File: src/rtl/decoder_pipe_pkg.sv
`default_nettype none
// ============================================================================
// decoder_pipe_pkg : skid-buffer state encoding and default widths
// Rev 1.0
// ============================================================================
package decoder_pipe_pkg;

    localparam int DEF_NUMW = 4;

    typedef enum logic [1:0] {
        ST_EMPTY = 2'd0,
        ST_ONE   = 2'd1,
        ST_TWO   = 2'd2
    } skid_state_t;

endpackage
`default_nettype wire

File: src/rtl/decoder_pipe_if.sv
`default_nettype none
// ============================================================================
// decoder_pipe_if : index-in / bitmap-out handshake bundle of decoder_pipe
// Rev 1.0
// ============================================================================
interface decoder_pipe_if #(
    parameter int NUMW = 4,
    parameter int BITW = 2**NUMW
);
    logic            in_vld;
    logic            in_rdy;
    logic [NUMW-1:0] number;
    logic            out_vld;
    logic            out_rdy;
    logic [BITW-1:0] bitmap;
    logic            out_err;
    logic            acc_clr;
    logic [BITW-1:0] acc_map;

    modport master (
        output in_vld, number, out_rdy, acc_clr,
        input  in_rdy, out_vld, bitmap, out_err, acc_map
    );

    modport slave (
        input  in_vld, number, out_rdy, acc_clr,
        output in_rdy, out_vld, bitmap, out_err, acc_map
    );
endinterface
`default_nettype wire

File: src/rtl/decoder_skid.sv
`default_nettype none
// ============================================================================
// decoder_skid : 2-entry valid/ready skid buffer (main + skid register)
// Rev 1.0
// ============================================================================
module decoder_skid
    import decoder_pipe_pkg::*;
#(
    parameter int WIDTH = 17
) (
    input  wire              clk,
    input  wire              rst_n,
    input  wire              in_vld,
    input  wire  [WIDTH-1:0] in_data,
    output logic             in_rdy,
    output logic             out_vld,
    output logic [WIDTH-1:0] out_data,
    input  wire              out_rdy
);
    skid_state_t      r_state;
    skid_state_t      w_state_nxt;
    logic [WIDTH-1:0] r_main;
    logic [WIDTH-1:0] r_skid;
    logic             r_in_rdy;
    logic             w_accept;
    logic             w_consume;
    logic             w_load_main;
    logic             w_load_skid;
    logic             w_main_from_skid;

    assign w_accept  = in_vld & r_in_rdy;
    assign w_consume = out_vld & out_rdy;

    always_comb begin
        w_state_nxt      = r_state;
        w_load_main      = 1'b0;
        w_load_skid      = 1'b0;
        w_main_from_skid = 1'b0;
        case (r_state)
            ST_EMPTY: begin
                if (w_accept) begin
                    w_state_nxt = ST_ONE;
                    w_load_main = 1'b1;
                end
            end
            ST_ONE: begin
                if (w_accept && !w_consume) begin
                    w_state_nxt = ST_TWO;
                    w_load_skid = 1'b1;
                end else if (w_accept && w_consume) begin
                    w_load_main = 1'b1;
                end else if (w_consume) begin
                    w_state_nxt = ST_EMPTY;
                end
            end
            ST_TWO: begin
                if (w_consume) begin
                    w_state_nxt      = ST_ONE;
                    w_main_from_skid = 1'b1;
                end
            end
            default: w_state_nxt = ST_EMPTY;
        endcase
    end

    // Ready is registered from the next state so it is a clean flop output.
    always_ff @(posedge clk or negedge rst_n) begin
        if (!rst_n) begin
            r_state  <= ST_EMPTY;
            r_in_rdy <= 1'b0;
        end else begin
            r_state  <= w_state_nxt;
            r_in_rdy <= (w_state_nxt != ST_TWO);
        end
    end

    always_ff @(posedge clk or negedge rst_n) begin
        if (!rst_n) begin
            r_main <= '0;
            r_skid <= '0;
        end else begin
            if (w_load_main) begin
                r_main <= in_data;
            end else if (w_main_from_skid) begin
                r_main <= r_skid;
            end
            if (w_load_skid) begin
                r_skid <= in_data;
            end
        end
    end

    assign in_rdy   = r_in_rdy;
    assign out_vld  = (r_state != ST_EMPTY);
    assign out_data = out_vld ? r_main : '0;

endmodule
`default_nettype wire

File: src/rtl/decoder_pipe.sv
`default_nettype none
// ============================================================================
// decoder_pipe : registered index-to-one-hot decoder with skid-buffered output
//   Optional accumulated mask of accepted bitmaps when DECODER_ACC_EN is defined.
// Rev 1.0
// ============================================================================
module decoder_pipe
    import decoder_pipe_pkg::*;
#(
    parameter int NUMW = DEF_NUMW,
    parameter int BITW = 2**NUMW
) (
    input  wire           clk,
    input  wire           rst_n,
    decoder_pipe_if.slave bus
);
    // Returns {err, bitmap}; compares at full index width so out-of-range never aliases.
    function automatic logic [BITW:0] onehot_dec(input logic [NUMW-1:0] num);
        logic [BITW-1:0] map;
        map = '0;
        for (int k = 0; k < BITW; k++) begin
            if (32'(num) == 32'(k)) begin
                map[k] = 1'b1;
            end
        end
        return {(32'(num) >= 32'(BITW)), map};
    endfunction

    logic [BITW:0] w_dec;
    logic [BITW:0] w_out;

    assign w_dec = onehot_dec(bus.number);

    decoder_skid #(
        .WIDTH (BITW + 1)
    ) u_skid (
        .clk      (clk),
        .rst_n    (rst_n),
        .in_vld   (bus.in_vld),
        .in_data  (w_dec),
        .in_rdy   (bus.in_rdy),
        .out_vld  (bus.out_vld),
        .out_data (w_out),
        .out_rdy  (bus.out_rdy)
    );

    assign bus.bitmap  = w_out[BITW-1:0];
    assign bus.out_err = w_out[BITW];

`ifdef DECODER_ACC_EN
    logic [BITW-1:0] r_acc;
    logic            w_accept;

    assign w_accept = bus.in_vld & bus.in_rdy;

    always_ff @(posedge clk or negedge rst_n) begin
        if (!rst_n) begin
            r_acc <= '0;
        end else if (bus.acc_clr) begin
            r_acc <= w_accept ? w_dec[BITW-1:0] : '0;
        end else if (w_accept) begin
            r_acc <= r_acc | w_dec[BITW-1:0];
        end
    end

    assign bus.acc_map = r_acc;
`else
    logic w_unused;
    assign w_unused    = bus.acc_clr;
    assign bus.acc_map = '0;
`endif

endmodule
`default_nettype wire
File: src/flat_wrapper.sv
// flat-port wrapper written by rule: the top's interface ports become plain ports
module decoder_pipe_flat import decoder_pipe_pkg::*;
#(
    parameter int NUMW = DEF_NUMW,
    parameter int BITW = 2**NUMW
)
  (clk, rst_n, bus_in_vld, bus_number, bus_out_rdy, bus_acc_clr, bus_in_rdy, bus_out_vld, bus_bitmap, bus_out_err, bus_acc_map);
  decoder_pipe_if #(.NUMW(NUMW), .BITW(BITW)) bus_i ();
  input  wire clk;
  input  wire rst_n;
  input wire logic [$bits(bus_i.in_vld)-1:0] bus_in_vld;
  input wire logic [$bits(bus_i.number)-1:0] bus_number;
  input wire logic [$bits(bus_i.out_rdy)-1:0] bus_out_rdy;
  input wire logic [$bits(bus_i.acc_clr)-1:0] bus_acc_clr;
  output wire logic [$bits(bus_i.in_rdy)-1:0] bus_in_rdy;
  output wire logic [$bits(bus_i.out_vld)-1:0] bus_out_vld;
  output wire logic [$bits(bus_i.bitmap)-1:0] bus_bitmap;
  output wire logic [$bits(bus_i.out_err)-1:0] bus_out_err;
  output wire logic [$bits(bus_i.acc_map)-1:0] bus_acc_map;
  assign bus_i.in_vld = bus_in_vld;
  assign bus_i.number = bus_number;
  assign bus_i.out_rdy = bus_out_rdy;
  assign bus_i.acc_clr = bus_acc_clr;
  assign bus_in_rdy = bus_i.in_rdy;
  assign bus_out_vld = bus_i.out_vld;
  assign bus_bitmap = bus_i.bitmap;
  assign bus_out_err = bus_i.out_err;
  assign bus_acc_map = bus_i.acc_map;
  decoder_pipe #(.NUMW(NUMW), .BITW(BITW)) u_core (.clk(clk), .rst_n(rst_n), .bus(bus_i));
endmodule
File: config.mk
export PLATFORM = sky130hd
export DESIGN_NAME = decoder_pipe_flat
export DESIGN_NICKNAME = d
export VERILOG_FILES = /design/src/rtl/decoder_pipe_pkg.sv /design/src/rtl/decoder_pipe_if.sv /design/src/rtl/decoder_skid.sv /design/src/rtl/decoder_pipe.sv /design/src/flat_wrapper.sv
export SDC_FILE = /design/constraint.sdc
export NUM_CORES = 1
export LEC_CHECK = 0
export CORE_MARGIN = 2
export CORE_UTILIZATION = 50
export DETAILED_ROUTE_END_ITERATION = 8
export PLACE_DENSITY = 0.8
export SYNTH_ARGS = -nofsm -noshare
export SYNTH_HDL_FRONTEND = slang
export SYNTH_SLANG_ARGS = --single-unit
File: constraint.sdc
create_clock -name clk -period 1.9 [get_ports clk]
set_clock_uncertainty 0.05 [all_clocks]
set_input_delay 0.38 -clock clk [delete_from_list [all_inputs] [get_ports clk]]
set_output_delay 0.38 -clock clk [all_outputs]
set_load 0.03 [all_outputs]
==> key figures <==
Synthesis
  • Flops & latches, synth: 35
  • Synth Instances: 176
  • Area leader, netlist: dfrtp_1
  • Unique masters post-synth: 23
  • Top cell type's share of synthesized area: 45.16%
  • Synthesized area per cell: 11.02 um2
  • Synth area leaders: dfrtp_1, mux2i_1, buf_4, and2b_1, inv_1
  • Mapped Area: 1939 um2
  • YS warnings: 0
  • Sequential area share after synthesis: 45.16%

Floorplan
  • Die area: 4393 um2
  • Die Wd: 66.28 um
  • Site Rows: 22
  • Total core area: 3689 um2
  • DIE HEIGHT: 66.28 um
  • Initial Util: 52.58%
  • I/O pins: 44

Clock network
  • CTS H-tree depth: 2
  • Clk sinks: 35
  • Clock Path Buffers: 2
  • Clock latency on the worst-skew pair: 0.28 ns
  • CTS buffer count: 5
  • TritonCTS clock tree: done
  • Clk slew on worst S/H paths: 0.06 ns
  • Hold buffers post-CTS: 0
  • Root Buffer: clkbuf_8

Route
  • Max layer used: met4
  • Initial DRC count: 12
  • Wire length per cell: 13.29 um
  • Via/cell ratio: 4.760
  • DRC: 0
  • Total number of vias: 1,247
  • WL met1: 1595 um
  • Total wire length: 3482 um
  • DR WL met3: 151 um
  • DRT antenna net count: 0
  • DR WL met2: 1657 um
  • First drt pass iteration count: 4

Worst setup path
  • CP Launch Type: flip-flop
  • Reg2reg path depth: 6
  • Crit Path Class: reg2out
  • Worst-path cell chain: nor2_2 -> buf_4 -> nor2b_1 -> dlygate4sd2_1
  • Cell family with most CP delay: buffers and inverters
  • Crit-path slowest cell: dfrtp_1
  • CP required: 1.47 ns
  • Crit path depth: 4
  • Max stage delay on crit path: 0.38 ns
  • Critical path buffers and inverters: 2
  • Worst Path Max Fanout: 8
  • Critical Path AT: 1.41 ns
  • CP Capture Type: primary output

Power
  • Leak: 1.199 nW
  • Switch share: 35.99%
  • Peak supply drop: 0.0007774 V
  • Combinational power share: 41.5%
  • Clock power frac: 18.9%
  • P_sw: 957.6 uW
  • Power share of the sequential group: 39.6%
  • P_int: 1.703 mW
  • Pwr dens: 1179 nW/um2

Run
  • Maxcap violations: 0

Timing
  • Fmax: 543.9 MHz
  • Minimum clock period after layout: 1.838 ns
  • Final hold violations: 0
  • Worst hold slack: 0.4586 ns
  • Final Max Slew Viols: 0
  • Final Setup Violations: 0
  • Final period utilization: 96.76%
  • RSZ-0062 raised after global routing: false

Final layout
  • Synth-to-Final Area Change: 16.39%
  • Antenna Cells: 0
  • Non-Filler Instances: 262
  • Share of cells above drive strength 1: 16.36%
  • NumNets Final: 222

GRT
  • GRT overflow: 0
  • Largest net degree at the start of global routing: 36
  • Number of global-route vias before repair: 1,295
  • Number of antenna violations at the first check in global routing: 0
  • Global Route Usage Sum: 18.33%
  • First-pass GRT wire length: 5947 um

Worst hold path
  • Min-Delay Path Class: in2async

Placed design
  • Cell count after placement: 252
  • GPL Wtd Cong: 0.7410
  • Hpwl dp: 2532 um
  • Number of port buffers: 25

Status
  • Status: finished clean
logic make-up after synthesis:
logic type	Yosys count	share of synthesized area, %
multiplexers	49	25.29
other	1	0.1934
flip-flops	35	45.16
AO/OA/AOI/OAI	2	0.7100
buffers and inverters	41	13.48
AND/OR/NAND/NOR	48	15.16
metrics by stage:
step	utilization, %	TNS (ns)	worst slack (ns)	power (mW)	instance area (um2)
floorplan	-	0	0.1538	1.832	1999
global placement	59.84	0	0.01453	2.135	2207
detailed placement	59.84	-0.3441	-0.06391	2.183	2207
CTS	62.35	-0.06212	-0.06212	2.700	2300
global route	61.19	0	0.0007860	2.838	2257
finish	61.19	0	0.06150	2.661	2257
power groups by stage:
stage	combinational, mW	clock (mW)	sequential (mW)
after floorplan	0.785	0	1.05
after global placement	1.09	0	1.05
after detailed placement	1.12	0	1.06
after CTS	1.12	0.524	1.05
after global routing	1.20	0.559	1.08
final	1.10	0.503	1.05
synth_stat cells:
library cell  count
buf_6             3
nor3b_2           1
clkbuf_1          1
and2b_1          10
nor3_4            1
mux2i_1          49
buf_12            1
nand3b_1          1
nor2b_4           1
buf_2             1
o22ai_1           1
inv_1            17
o21a_1            1
nor2b_1          10
nor3b_1           1
nor2_1            4
conb_1            1
nand2_1          11
nand3_1           6
buf_4            18
dfrtp_1          35
nand4_1           1
or2_2             1
final cells by class:
| class | count | area (um2) |
|---|---|---|
| Clock buffer | 7 | 76.32 |
| Tap cell | 48 | 60.06 |
| Fill cell | 341 | 1431 |
| Inverter | 17 | 63.81 |
| Timing Repair Buffer | 38 | 311.5 |
| Sequential cell | 35 | 875.8 |
| Clock inverter | 1 | 5.005 |
| Multi-Input combinational cell | 116 | 864.6 |
registers in the layout, summed over array words and instances, names as in the netlist:
| signal | cells |
|---|---|
| u_core.u_skid.r_state | 2 |
| u_core.u_skid.r_main | 16 |
| u_core.u_skid.r_skid | 16 |
| u_core.u_skid.in_rdy | 1 |
cells in the final DEF, fill, tap and decap left out, drive strengths merged:
| master | n |
|---|---|
| and2b | 10 |
| buf | 23 |
| clkbuf | 7 |
| clkdlybuf4s15 | 2 |
| clkdlybuf4s50 | 8 |
| clkinv | 1 |
| conb | 17 |
| dfrtp | 35 |
| dlygate4sd2 | 5 |
| inv | 17 |
| mux2i | 49 |
| nand2 | 11 |
| nand3 | 6 |
| nand3b | 1 |
| nand4 | 1 |
| nor2 | 4 |
| nor2b | 11 |
| nor3 | 1 |
| nor3b | 2 |
| o21a | 1 |
| o22ai | 1 |
| or2 | 1 |
path summary, 6_finish.rpt:
check / start / endpoint / slack, ns
setup / recovery: u_core.u_skid.r_state[1]$_DFF_PN0_ / bus_bitmap[15] / 0.06
hold / removal: rst_n / u_core.u_skid.r_main[4]$_DFFE_PN0P_ / 0.46
setup reg to reg: u_core.u_skid.r_state[0]$_DFF_PN0_ / u_core.u_skid.r_main[1]$_DFFE_PN0P_ / 0.34
hold reg to reg: u_core.u_skid.r_skid[10]$_DFFE_PN0P_ / u_core.u_skid.r_skid[10]$_DFFE_PN0P_ / 0.47
max in group asynchronous: rst_n / u_core.u_skid.r_main[12]$_DFFE_PN0P_ / 1.03
min in group clk: u_core.u_skid.r_skid[10]$_DFFE_PN0P_ / u_core.u_skid.r_skid[10]$_DFFE_PN0P_ / 0.47
layer usage:
layer	vias up	track usage, %
li1	612	-
met1	597	22.66
met5	-	0
met4	0	7.653
met3	7	4.429
met2	31	30.50
what timing repair did:
action                                  in CTS  in global routing
buffers inserted                             2                  0
endpoints found under the setup margin      17                 11
gates resized for setup                     44                 20
pin swaps                                    0                  1
No activity file was read; power rests on OpenSTA's default activity.
